File: src/rtl/synth_pkg.sv
// Shared types and constants for the audio codec receive path.
package synth_pkg;

  localparam int unsigned AUDIO_W = 16;

  typedef enum logic [2:0] {
    StIdle,
    StSkipL,
    StShiftL,
    StWaitR,
    StSkipR,
    StShiftR,
    StWaitL
  } adc_rx_state_t;

endpackage

File: src/rtl/sync_edge.sv
// Multi-flop synchronizer for an asynchronous input with one-cycle rise/fall strobes
// derived from the synchronized level.
module sync_edge #(
  parameter int unsigned STAGES = 2
) (
  input  logic clk_i,
  input  logic rst_i,
  input  logic d_i,
  output logic q_o,
  output logic rise_o,
  output logic fall_o
);

  logic [STAGES-1:0] sync_q, sync_d;
  logic              prev_q, prev_d;

  always_comb begin
    sync_d    = sync_q;
    sync_d[0] = d_i;
    for (int i = 1; i < int'(STAGES); i++) begin
      sync_d[i] = sync_q[i-1];
    end
    prev_d = sync_q[STAGES-1];
  end

  always_ff @(posedge clk_i or posedge rst_i) begin
    if (rst_i) begin
      sync_q <= '0;
      prev_q <= 1'b0;
    end else begin
      sync_q <= sync_d;
      prev_q <= prev_d;
    end
  end

  assign q_o    = sync_q[STAGES-1];
  assign rise_o = q_o & ~prev_q;
  assign fall_o = ~q_o & prev_q;

endmodule

File: src/rtl/adc_receiver.sv
// I2S ADC receiver: oversamples the codec clocks on Clk, deserializes left/right samples
// and hands complete pairs to a consumer through a valid/ready hold register.
module adc_receiver
  import synth_pkg::*;
#(
  parameter int unsigned DATA_W      = AUDIO_W,
  parameter int unsigned SYNC_STAGES = 2
) (
  input  logic              Clk,
  input  logic              Reset,
  input  logic              AUD_BCLK,
  input  logic              AUD_ADCLRCK,
  input  logic              AUD_ADCDAT,
  input  logic              enable,
  input  logic              sample_ready,
  input  logic              overrun_clr,
  output logic [DATA_W-1:0] LDATA_IN,
  output logic [DATA_W-1:0] RDATA_IN,
  output logic              sample_valid,
  output logic              overrun,
  output logic              frame_err
);

  localparam int unsigned     CntW    = (DATA_W > 1) ? $clog2(DATA_W) : 1;
  localparam logic [CntW-1:0] LastBit = CntW'(DATA_W - 1);

  logic bclk_rise, bclk_fall_unused, bclk_level_unused;
  logic lrck_rise, lrck_fall, lrck_level_unused;

  sync_edge #(
    .STAGES(SYNC_STAGES)
  ) u_bclk_sync (
    .clk_i (Clk),
    .rst_i (Reset),
    .d_i   (AUD_BCLK),
    .q_o   (bclk_level_unused),
    .rise_o(bclk_rise),
    .fall_o(bclk_fall_unused)
  );

  sync_edge #(
    .STAGES(SYNC_STAGES)
  ) u_lrck_sync (
    .clk_i (Clk),
    .rst_i (Reset),
    .d_i   (AUD_ADCLRCK),
    .q_o   (lrck_level_unused),
    .rise_o(lrck_rise),
    .fall_o(lrck_fall)
  );

  // Same depth as the BCLK chain so the bit seen on a rise strobe is the one present at the edge.
  logic [SYNC_STAGES-1:0] dat_sync_q, dat_sync_d;
  logic                   bit_in;

  always_comb begin
    dat_sync_d    = dat_sync_q;
    dat_sync_d[0] = AUD_ADCDAT;
    for (int i = 1; i < int'(SYNC_STAGES); i++) begin
      dat_sync_d[i] = dat_sync_q[i-1];
    end
  end

  assign bit_in = dat_sync_q[SYNC_STAGES-1];

  adc_rx_state_t     state_q, state_d;
  logic [CntW-1:0]   cnt_q, cnt_d;
  logic [DATA_W-1:0] lsh_q, lsh_d, rsh_q, rsh_d, r_next;
  logic [DATA_W-1:0] ldata_q, ldata_d, rdata_q, rdata_d;
  logic              valid_q, valid_d, overrun_q, overrun_d, ferr_q, ferr_d;
  logic              publish, lrck_edge;

  assign lrck_edge = lrck_fall | lrck_rise;
  assign r_next    = {rsh_q[DATA_W-2:0], bit_in};

  always_comb begin
    state_d = state_q;
    cnt_d   = cnt_q;
    lsh_d   = lsh_q;
    rsh_d   = rsh_q;
    ferr_d  = 1'b0;
    publish = 1'b0;
    if (!enable) begin
      state_d = StIdle;
    end else begin
      case (state_q)
        StIdle: begin
          if (lrck_fall) state_d = StSkipL;
        end
        StSkipL, StSkipR: begin
          if (lrck_edge) begin
            ferr_d  = 1'b1;
            state_d = lrck_fall ? StSkipL : StIdle;
          end else if (bclk_rise) begin
            state_d = (state_q == StSkipL) ? StShiftL : StShiftR;
            cnt_d   = '0;
          end
        end
        StShiftL: begin
          if (lrck_edge) begin
            ferr_d  = 1'b1;
            state_d = lrck_fall ? StSkipL : StIdle;
          end else if (bclk_rise) begin
            lsh_d = {lsh_q[DATA_W-2:0], bit_in};
            cnt_d = cnt_q + CntW'(1);
            if (cnt_q == LastBit) state_d = StWaitR;
          end
        end
        StWaitR: begin
          if (lrck_rise) state_d = StSkipR;
        end
        StShiftR: begin
          if (lrck_edge) begin
            ferr_d  = 1'b1;
            state_d = lrck_fall ? StSkipL : StIdle;
          end else if (bclk_rise) begin
            rsh_d = r_next;
            cnt_d = cnt_q + CntW'(1);
            if (cnt_q == LastBit) begin
              state_d = StWaitL;
              publish = 1'b1;
            end
          end
        end
        StWaitL: begin
          if (lrck_fall) state_d = StSkipL;
        end
        default: state_d = StIdle;
      endcase
    end
  end

  // An unconsumed pair is never overwritten; a new pair is dropped and flagged instead.
  always_comb begin
    ldata_d   = ldata_q;
    rdata_d   = rdata_q;
    valid_d   = valid_q & ~sample_ready;
    overrun_d = overrun_q & ~overrun_clr;
    if (publish) begin
      if (valid_q && !sample_ready) begin
        overrun_d = 1'b1;
      end else begin
        ldata_d = lsh_q;
        rdata_d = r_next;
        valid_d = 1'b1;
      end
    end
  end

  always_ff @(posedge Clk or posedge Reset) begin
    if (Reset) begin
      dat_sync_q <= '0;
      state_q    <= StIdle;
      cnt_q      <= '0;
      lsh_q      <= '0;
      rsh_q      <= '0;
      ldata_q    <= '0;
      rdata_q    <= '0;
      valid_q    <= 1'b0;
      overrun_q  <= 1'b0;
      ferr_q     <= 1'b0;
    end else begin
      dat_sync_q <= dat_sync_d;
      state_q    <= state_d;
      cnt_q      <= cnt_d;
      lsh_q      <= lsh_d;
      rsh_q      <= rsh_d;
      ldata_q    <= ldata_d;
      rdata_q    <= rdata_d;
      valid_q    <= valid_d;
      overrun_q  <= overrun_d;
      ferr_q     <= ferr_d;
    end
  end

  assign LDATA_IN     = ldata_q;
  assign RDATA_IN     = rdata_q;
  assign sample_valid = valid_q;
  assign overrun      = overrun_q;
  assign frame_err    = ferr_q;

endmodule
File: config.mk
export PLATFORM = sky130hd
export DESIGN_NAME = adc_receiver
export DESIGN_NICKNAME = d
export VERILOG_FILES = /design/src/rtl/synth_pkg.sv /design/src/rtl/sync_edge.sv /design/src/rtl/adc_receiver.sv
export SDC_FILE = /design/constraint.sdc
export NUM_CORES = 1
export LEC_CHECK = 0
export ABC_AREA = 1
export CORE_ASPECT_RATIO = 0.9
export CORE_UTILIZATION = 25
export CTS_BUF_LIST = sky130_fd_sc_hd__clkbuf_4
export DETAILED_ROUTE_END_ITERATION = 12
export PLACE_DENSITY = 0.41
export REMOVE_ABC_BUFFERS = 1
export SLEW_MARGIN = 20
export SYNTH_ARGS = -nofsm -noshare
export SYNTH_HDL_FRONTEND = slang
export SYNTH_HIERARCHICAL = 1
export SYNTH_SLANG_ARGS = --single-unit
File: constraint.sdc
create_clock -name Clk -period 3.8 [get_ports Clk]
set_input_delay 0.57 -clock Clk [delete_from_list [all_inputs] [get_ports Clk]]
set_output_delay 0.57 -clock Clk [all_outputs]
set_load 0.02 [all_outputs]
-- Word level (Yosys, flattened, before mapping)
Cells that the tools add are included.
- register bits after elaboration: 81
- output and inout bits: 35
- add/subtract/negate cells: 1
- equal/unequal tests: 18
- multiplexer cells: 31
- bitwise gates (word level): 13
- reduce and logical (&&, ||, !) cells: 13
- operator list (kind ; number):
    $mux W3 ; 12
    $ne A4 B4 Y1 const B ; 5
    $mux W4 ; 4
    $pmux W3 S5 ; 1
    $mux W1 ; 13
    $eq A3 B3 Y1 const B ; 3
    $pmux W4 S2 ; 1
    $reduce_and A4 Y1 ; 2
    $not A1 Y1 ; 7
    $reduce_and A7 Y1 ; 1
    $eq A3 B2 Y1 const B ; 2
    $ne A2 B2 Y1 const B ; 3
    $reduce_and A6 Y1 ; 1
    $reduce_or A2 Y1 ; 3
    $and A1 B1 Y1 ; 5
    $add A4 B1 Y4 const B ; 1
    $eq A4 B4 Y1 const B ; 1
    $reduce_or A4 Y1 ; 1
    $eq A3 B1 Y1 const B ; 1
    $logic_not A3 Y1 ; 1
    $ne A3 B2 Y1 const B ; 1
    $ne A3 B3 Y1 const B ; 1
    $ne A2 B1 Y1 const B ; 1
    $reduce_and A2 Y1 ; 1
    other kinds (4) ; 4

-- Depth between registers and ports, before layout
Gate-level depths: netlist of the first run.
- word-level depth: 7
- depth in mapped cells: 10
- gate-level depth less buffers: 10

-- By module
Netlist of the first run, hierarchy kept.
- by module, submodules not included (module ; instances ; cells an instance ; area each (µm²) ; sequential area each (µm²)):
    adc_receiver ; 1 ; 338 ; 3253.1 ; 1876.8
    sync_edge ; 2 ; 8 ; 93.8 ; 75.1

-- Worst setup path before layout of the first run
No wires, ideal clock.
- path kind: flip-flop to flip-flop
- start: register u_lrck_sync.sync_q[1]
- end: register ldata_q[15], in the netlist LDATA_IN[15]
- arrival time: 1.290 ns
- path slack: 2.392 ns
- cell stages (with the launch flop): 10
- buffers on the path: 1
- period minus slack after synthesis: 1.408 ns
- cells stage by stage: dfrtp_1 > inv_1 > nor2_1 > nor2_4 > nand3_4 > nor2_8 > nand3_4 > buf_6 > nand2_1 > o21ai_2
- RTL lines (what ; RTL line ; text):
    start, declared ; sync_edge.sv:14 ; logic [STAGES-1:0] sync_q, sync_d;
    start signal, assigned ; sync_edge.sv:31 ; sync_q <= sync_d;
    $and A1 B1 Y1 ; sync_edge.sv:37 ; assign rise_o = q_o & ~prev_q;
    via lrck_rise ; adc_receiver.sv:28 ; logic lrck_rise, lrck_fall, lrck_level_unused;
    $or A1 B1 Y1 ; adc_receiver.sv:73 ; assign lrck_edge = lrck_fall | lrck_rise;
    $mux W1 ; adc_receiver.sv:113 ; if (lrck_edge) begin
    $mux W1 ; adc_receiver.sv:86 ; case (state_q)
    $mux W1 ; adc_receiver.sv:83 ; if (!enable) begin
    $reduce_and A2 Y1 (no source line) ; -- ;
    end signal, assigned ; adc_receiver.sv:168 ; ldata_q <= ldata_d;
    end, declared ; adc_receiver.sv:69 ; logic [DATA_W-1:0] ldata_q, ldata_d, rdata_q, rdata_d;
The timed path passes the listed nets, and every way through them passes these cells.
A chain may end at the register's enable or synchronous reset.

-- Final worst setup path of the first run
- start: register u_lrck_sync.sync_q[1]
- end: register rdata_q[13], in the netlist RDATA_IN[13]
- cells in the longest elaborated chain, start to end: 7
- RTL lines (what ; RTL line ; text):
    $not A1 Y1 ; sync_edge.sv:38 ; assign fall_o = ~q_o & prev_q;
    $and A1 B1 Y1 ; sync_edge.sv:38 ;
    via lrck_fall ; adc_receiver.sv:28 ;
    $or A1 B1 Y1 ; adc_receiver.sv:73 ;
    $mux W1 ; adc_receiver.sv:113 ;
    $mux W1 ; adc_receiver.sv:86 ;
    $mux W1 ; adc_receiver.sv:83 ;
    $reduce_and A2 Y1 (no source line) ; -- ;
    end signal, assigned ; adc_receiver.sv:169 ; rdata_q <= rdata_d;
    end, declared ; adc_receiver.sv:69 ;
The timed path passes the listed nets, and every way through them passes these cells.

==> impl_table.tex, run 1 <==
\begin{tabular}{lr}
\hline
Metric & Value \\
\hline
\multicolumn{2}{l}{\textbf{Status}} \\
\quad Status & complete, but fails checks \\
\quad Failing checks & design-rule violations \\
\multicolumn{2}{l}{\textbf{Logic synthesis}} \\
\quad Number of synthesis warnings & 6 \\
\quad Syn\_area\_per\_cell & slightly below 10 um2 \\
\quad Synthesized cell area & between 3000 and 4000 um2 \\
\quad Synthesized instance count & 352 \\
\multicolumn{2}{l}{\textbf{Setup path}} \\
\quad R2r setup slk & roughly 1600 ps \\
\quad RR Startpoint & u\_lrck\_sync/sync\_q[1]\$\_DFF\_PP0\_ \\
\quad R2r worst-path depth & 8 \\
\quad Worst Setup SP & u\_lrck\_sync/sync\_q[1]\$\_DFF\_PP0\_ \\
\quad Capture point of the worst reg-to-reg path & RDATA\_IN[13]\$\_DFFE\_PP0P\_ \\
\quad Startpoint-to-endpoint class of the critical path & reg -> reg \\
\quad Critical Path End Type & register \\
\quad Largest fanout on the critical path & 64 \\
\quad Startpoint type of the worst setup path & register \\
\quad Worst Path Arrival & 2510 ps \\
\quad Required time at the endpoint of the critical path & 4150 ps \\
\quad Capturing instance or port of the critical path & RDATA\_IN[13]\$\_DFFE\_PP0P\_ \\
\multicolumn{2}{l}{\textbf{Final layout}} \\
\quad Synthesis-to-finish area growth & 21.9\% \\
\quad Layout Nets & 405 \\
\quad Finished Cell Area & 4180 um2 \\
\quad Number of antenna diodes & 0 \\
\quad Proportion of layout cells with a drive suffix above 1 & 0.165 \\
\quad Non-filler instance count after layout & between 500 and 600 \\
\multicolumn{2}{l}{\textbf{Clock network}} \\
\quad Root buffer cell & sky130\_fd\_sc\_hd\_\_clkbuf\_4 \\
\quad TritonCTS clock tree & done \\
\quad Clk slew on worst S/H paths & 130 ps \\
\quad Number of sinks on the clock net & 81 \\
\quad Post-CTS Setup Bufs & 0 \\
\quad Number of buffers between clock root and the deepest sink & 2 \\
\quad CTS buffer count & 9 \\
\quad Count of hold buffers inserted by post-cts repair & 0 \\
\quad Number of gates resized after CTS & 0 \\
\quad Clock network latency to the later pin of the worst-skew pair & 430 ps \\
\quad Level count of the clock H-tree & 3 \\
\multicolumn{2}{l}{\textbf{Global route}} \\
\quad Aggregate global-route resource usage & 0.0984 \\
\quad Number of antenna violations at the first check in global routing & 0 \\
\quad GR Overflow Total & 0 \\
\quad Number of global-route vias before repair & $\sim$2300 \\
\quad First-pass GRT wire length & 10800 um \\
\quad Largest net degree at the start of global routing & 65 \\
\multicolumn{2}{l}{\textbf{Die}} \\
\quad Number of placed I/O pins & 43 \\
\quad Floorplan die width & 126 um \\
\quad Placement Rows & 40 \\
\quad Vert. Die Dim & 113 um \\
\quad Starting density of the core & 0.257 \\
\quad Area enclosed by the die boundary & $\sim$14000 um2 \\
\quad Area of the core & 13400 um2 \\
\multicolumn{2}{l}{\textbf{Timing}} \\
\quad Max frequency & 464 MHz \\
\quad Maximum clock skew at final layout & 17.4 ps \\
\quad RSZ-0062 raised after global routing & no \\
\quad Hold Violations, Final & 0 \\
\quad Post-layout minimum cycle time & between 2000 and 2500 ps \\
\quad Setup violations, final & 0 \\
\quad Share of the clock period used by the worst path & 0.567 \\
\quad Setup Total Neg Slack & 0 ps \\
\quad Number of slew-limit violations in the final report & 0 \\
\quad Slew Limit Headroom & 0.465 \\
\quad Actual slew at the worst max-slew pin & approximately 800 ps \\
\multicolumn{2}{l}{\textbf{Run}} \\
\quad Number of max-capacitance violations reported & 0 \\
\multicolumn{2}{l}{\textbf{Hold path}} \\
\quad Class of the tightest hold or removal check & reg -> reg \\
\multicolumn{2}{l}{\textbf{Placement}} \\
\quad Number of placed cells counting well taps & roughly 550 \\
\quad Port-buffer cells & 42 \\
\quad RePlAce Congestion & 0.738 \\
\quad Dpl cell area & 3990 um2 \\
\quad Post-detailed-placement half-perimeter wirelength & 4260 um \\
\multicolumn{2}{l}{\textbf{Detailed routing}} \\
\quad WL final & 6270 um \\
\quad DR iter-0 viols & 140 \\
\quad Highest signal layer in the routed design & met4 \\
\quad Met2 WL & 2890 um \\
\quad Met1 Wirelength & between 3000 and 4000 um \\
\quad DRT antenna net count & 0 \\
\quad WL met3 & 284 um \\
\quad Via density per instance & 4.03 \\
\quad Pre-antenna DRT Iters & 8 \\
\quad Vias after detailed routing & 2295 \\
\quad DRC Markers & 3 \\
\quad Routed wirelength normalized by instance count & 11.0 um \\
\multicolumn{2}{l}{\textbf{Power and ir drop}} \\
\quad Overall power consumption & 2.01 mW \\
\quad Leakage power summed over all cells & 1.99 nW \\
\quad Cell Pwr Density & 480 nW/um2 \\
\quad Max VDD drop & approximately 0.17 mV \\
\hline
\end{tabular}
worst max-delay path, stage by stage (launching register included):
cell                      delay [ps]
sky130_fd_sc_hd__dfrtp_1         420
sky130_fd_sc_hd__nor2_1          380
sky130_fd_sc_hd__nor2_4          100
sky130_fd_sc_hd__nand3_4         120
sky130_fd_sc_hd__nor2_8          100
sky130_fd_sc_hd__nand3_4          70
sky130_fd_sc_hd__buf_4           630
sky130_fd_sc_hd__nand2_1         150
sky130_fd_sc_hd__o21ai_2          80
sequential cells by signal, indices dropped and copies added (netlist names), 2 cells and up:
| name | cells |
|---|---|
| u_bclk_sync/sync_q | 2 |
| cnt_q | 4 |
| LDATA_IN | 16 |
| dat_sync_q | 2 |
| RDATA_IN | 16 |
| lsh_q | 16 |
| u_lrck_sync/sync_q | 2 |
| state_q | 3 |
| rsh_q | 15 |
report_power, final:
group / internal [mW] / leakage, nW / switching, mW
clock network: 0.344 / 0.0972 / 0.308
logic: 0.103 / 0.927 / 0.205
registers: 0.972 / 0.966 / 0.0773
worst min path at each step:
stage	start	to	slack (ps)	depth (start not counted)
after CTS	Reset	u_bclk_sync/sync_q[0]$_DFF_PP0_	350	2
after global routing	Reset	u_lrck_sync/prev_q$_DFF_PP0_	350	2
after detailed placement	dat_sync_q[0]$_DFF_PP0_	dat_sync_q[1]$_DFF_PP0_	330	0
after floorplan	Reset	u_bclk_sync/prev_q$_DFF_PP0_	320	1
final	dat_sync_q[0]$_DFF_PP0_	dat_sync_q[1]$_DFF_PP0_	360	0
after global placement	dat_sync_q[0]$_DFF_PP0_	dat_sync_q[1]$_DFF_PP0_	330	0
per-layer routing:
layer | up-vias | global-route usage
met5 | - | 0
met4 | 0 | 0.0415
met3 | 8 | 0.0359
met2 | 40 | 0.157
met1 | 1060 | 0.120
li1 | 1187 | -
cells in the final DEF (no fill, tap or decap), drive strengths merged:
cell / count
clkdlybuf4s50: 42
o22ai: 1
inv: 53
buf: 4
nand3: 10
nor2: 17
nand2: 96
clkbuf: 10
dfrtp: 81
a211oi: 1
nand4: 2
a21oi: 5
ha: 1
bufinv: 3
o21ai: 70
clkinvlp: 1
nand3b: 1
xor2: 1
clkinv: 2
per-stage QoR:
step	utilization	setup slack [ps]	hold WS [ps]
6_report	0.313	1640	363
2_1_floorplan	-	1320	324
5_1_grt	0.313	1430	352
3_5_place_dp	0.299	1230	335
3_3_place_gp	0.299	1240	334
4_1_cts	0.313	1620	354
cell type report:
| cell class | count | area [um2] |
|---|---|---|
| clock buffer | 10 | 75.1 |
| clock inverter | 6 | 115 |
| fill | 1401 | 9180 |
| inverter | 53 | 200 |
| multi-input combinational | 205 | 1110 |
| sequential | 81 | 2030 |
| tap | 168 | 210 |
| timing repair buffer | 46 | 450 |
No activity file was read; power rests on OpenSTA's default activity.
==> run 2, diff against run 1 <==
==> constraint.sdc (replaced) <==
create_clock -name Clk -period 2 [get_ports Clk]
set_input_delay 0.3 -clock Clk [delete_from_list [all_inputs] [get_ports Clk]]
set_output_delay 0.3 -clock Clk [all_outputs]
set_load 0.02 [all_outputs]
==> run 2 against run 1 <==
Net effect: the run still ends with design-rule violations left; register-to-register slack worse by 1300 ps; critical endpoint is now LDATA_IN[0]; first-iteration DRC count is 14% lower; wire length is 1.6% lower; non-clock buffer count is 2 higher; clock skew is 2.5 ps lower; critical path type is now reg -> out; utilization is 0.12 points lower; highest routed layer unchanged; worst setup slack worse by 1400 ps.
==> impl_table.tex, run 2 (same netlist as run 1, synthesis figures left out) <==
\begin{tabular}{lr}
\hline
Metric & Value \\
\hline
\multicolumn{2}{l}{\textbf{Detailed routing}} \\
\quad Via density per instance & just over 4 \\
\quad Routed wirelength normalized by instance count & 10.8 um \\
\quad DRT antenna net count & 0 \\
\quad WL final & 6170 um \\
\quad Pre-antenna DRT Iters & 8 \\
\quad DRC Markers & 3 \\
\quad Vias after detailed routing & between 2000 and 2500 \\
\quad DR iter-0 viols & 121 \\
\multicolumn{2}{l}{\textbf{Timing}} \\
\quad Setup violations, final & 0 \\
\quad Worst slack on hold paths & 119 ps \\
\quad RSZ-0062 raised after global routing & no \\
\quad Hold Violations, Final & 0 \\
\quad Slew Limit Headroom & 0.706 \\
\quad Number of slew-limit violations in the final report & 0 \\
\quad Actual slew at the worst max-slew pin & roughly 440 ps \\
\quad Setup Total Neg Slack & 0 ps \\
\quad Post-layout minimum cycle time & 1750 ps \\
\quad Share of the clock period used by the worst path & 0.874 \\
\quad Maximum clock skew at final layout & roughly 15 ps \\
\quad Max frequency & 572 MHz \\
\multicolumn{2}{l}{\textbf{Setup path}} \\
\quad Buf/Inv on CP & 1 \\
\quad Startpoint type of the worst setup path & register \\
\quad Cell type of the slowest stage on the worst timing path & sky130\_fd\_sc\_hd\_\_clkdlybuf4s50\_1 \\
\quad Worst Path Arrival & approximately 1500 ps \\
\quad Critical Path End Type & primary output \\
\quad Required time at the endpoint of the critical path & 1700 ps \\
\quad Delay contributed by the slowest stage of the critical path & 620 ps \\
\quad Capture point of the worst reg-to-reg path & RDATA\_IN[5]\$\_DFFE\_PP0P\_ \\
\quad Critical path's top delay family & buffers and inverters \\
\quad Crit path cell chain & clkdlybuf4s50\_1 \\
\quad Startpoint-to-endpoint class of the critical path & reg -> out \\
\quad R2r worst-path depth & 8 \\
\quad RR Startpoint & u\_lrck\_sync/sync\_q[1]\$\_DFF\_PP0\_ \\
\quad Crit path depth & 1 \\
\quad Largest fanout on the critical path & 2 \\
\quad R2r setup slk & roughly 320 ps \\
\multicolumn{2}{l}{\textbf{Placement}} \\
\quad Port-buffer cells & 42 \\
\quad Post-detailed-placement half-perimeter wirelength & between 4000 and 5000 um \\
\quad RePlAce Congestion & 0.703 \\
\multicolumn{2}{l}{\textbf{Clock network}} \\
\quad Clock network latency to the later pin of the worst-skew pair & 430 ps \\
\quad Number of sinks on the clock net & 81 \\
\quad Root buffer cell & sky130\_fd\_sc\_hd\_\_clkbuf\_4 \\
\quad TritonCTS clock tree & done \\
\quad Level count of the clock H-tree & 3 \\
\quad Number of buffers between clock root and the deepest sink & 2 \\
\quad Count of hold buffers inserted by post-cts repair & 0 \\
\quad Clk slew on worst S/H paths & $\sim$130 ps \\
\quad Number of gates resized after CTS & 0 \\
\quad Post-CTS Setup Bufs & 0 \\
\quad CTS buffer count & 9 \\
\multicolumn{2}{l}{\textbf{Global route}} \\
\quad First-pass GRT wire length & approximately 11000 um \\
\quad Number of antenna violations at the first check in global routing & 0 \\
\quad Number of global-route vias before repair & about 2300 \\
\quad GR Overflow Total & 0 \\
\quad Aggregate global-route resource usage & 0.0978 \\
\quad Largest net degree at the start of global routing & 65 \\
\multicolumn{2}{l}{\textbf{Die}} \\
\quad Starting density of the core & 0.257 \\
\quad Number of placed I/O pins & 43 \\
\quad Area of the core & roughly 13000 um2 \\
\quad Floorplan die width & 126 um \\
\quad Placement Rows & 40 \\
\quad Vert. Die Dim & 113 um \\
\quad Area enclosed by the die boundary & 14200 um2 \\
\multicolumn{2}{l}{\textbf{Final layout}} \\
\quad Layout Nets & 407 \\
\quad Synthesis-to-finish area growth & 21.4\% \\
\quad Proportion of layout cells with a drive suffix above 1 & 0.167 \\
\quad Leading cell type in the layout, fill and taps excluded & sky130\_fd\_sc\_hd\_\_nand2\_1 \\
\quad Leading cell types in the layout, fill and taps excluded & sky130\_fd\_sc\_hd\_\_nand2\_1 (94), sky130\_fd\_sc\_hd\_\_dfrtp\_1 (81), sky130\_fd\_sc\_hd\_\_inv\_1 (49) \\
\quad Number of antenna diodes & 0 \\
\multicolumn{2}{l}{\textbf{Status}} \\
\quad Status & complete, but fails checks \\
\quad Failing checks & design-rule violations \\
\multicolumn{2}{l}{\textbf{Power and ir drop}} \\
\quad Leakage power summed over all cells & 1.98 nW \\
\quad Max VDD drop & 0.322 mV \\
\quad Cell Pwr Density & between 800 and 900 nW/um2 \\
\multicolumn{2}{l}{\textbf{Hold path}} \\
\quad Class of the tightest hold or removal check & in -> async \\
\multicolumn{2}{l}{\textbf{Run}} \\
\quad Number of max-capacitance violations reported & 0 \\
\hline
\end{tabular}
-- run 2: cell count changes in the layout (fill, tap and decap cells not counted) --
cell and change:
sky130_fd_sc_hd__buf_4 -2, sky130_fd_sc_hd__buf_12 +4, sky130_fd_sc_hd__inv_6 -1, sky130_fd_sc_hd__clkinv_2 +2
sky130_fd_sc_hd__bufinv_16 -3, sky130_fd_sc_hd__clkinvlp_4 +1
-- run 2: through the flow --
step                setup WS [ps]   util  power (mW)  area [um2]  cells
global route                  136  0.312        3.68        4170    570
CTS                           206  0.312        3.49        4170    570
global placement              307  0.304        2.62        4060    555
detailed placement            301  0.304        2.63        4060    555
finish                        252  0.312        3.40        4170    570
floorplan                    -210      -        2.46        3330    339
-- run 2: per-layer routing --
layer / vias up / track usage / wire length, um / share of wire
met3: 12 / 0.0322 / 240 / 0.039
met1: 1057 / 0.126 / 3150 / 0.51
met5: - / 0 / 0 / 0
met4: 0 / 0.0439 / 111 / 0.018
met2: 36 / 0.149 / 2670 / 0.43
li1: 1192 / - / - / -
-- run 2: report_power, final --
part	internal [mW]	switching (mW)	total [mW]	leakage (nW)
registers	1.85	0.145	1.99	0.966
clock network	0.260	0.553	0.814	0.0582
logic	0.205	0.389	0.594	0.955
total	2.31	1.09	3.40	1.98
-- run 2: layout make-up --
cell class	count	area (um2)
clock buffer	10	75.1
fill	1402	9200
timing repair buffer	48	515
clock inverter	5	33.8
inverter	53	200
tap	168	210
sequential	81	2030
multi-input combinational	205	1110
-- run 2: worst register-to-register path, delay by kind of cell (launching register included) --
| family | cells | cell delay, ps |
|---|---|---|
| AND/OR/NAND/NOR | 6 | 840 |
| flip-flops | 1 | 410 |
| buffers and inverters | 1 | 320 |
| AO/OA/AOI/OAI | 1 | 70 |
-- run 2: worst max-delay path by stage --
stage | from | endpoint | slack, ps
2_1_floorplan | Reset | LDATA_IN[0]$_DFFE_PP0P_ | -210
3_3_place_gp | enable | overrun$_DFF_PP0_ | 310
3_5_place_dp | enable | overrun$_DFF_PP0_ | 300
4_1_cts | RDATA_IN[1]$_DFFE_PP0P_ | RDATA_IN[1] | 210
5_1_grt | u_lrck_sync/sync_q[1]$_DFF_PP0_ | RDATA_IN[5]$_DFFE_PP0P_ | 140
6_report | LDATA_IN[0]$_DFFE_PP0P_ | LDATA_IN[0] | 250
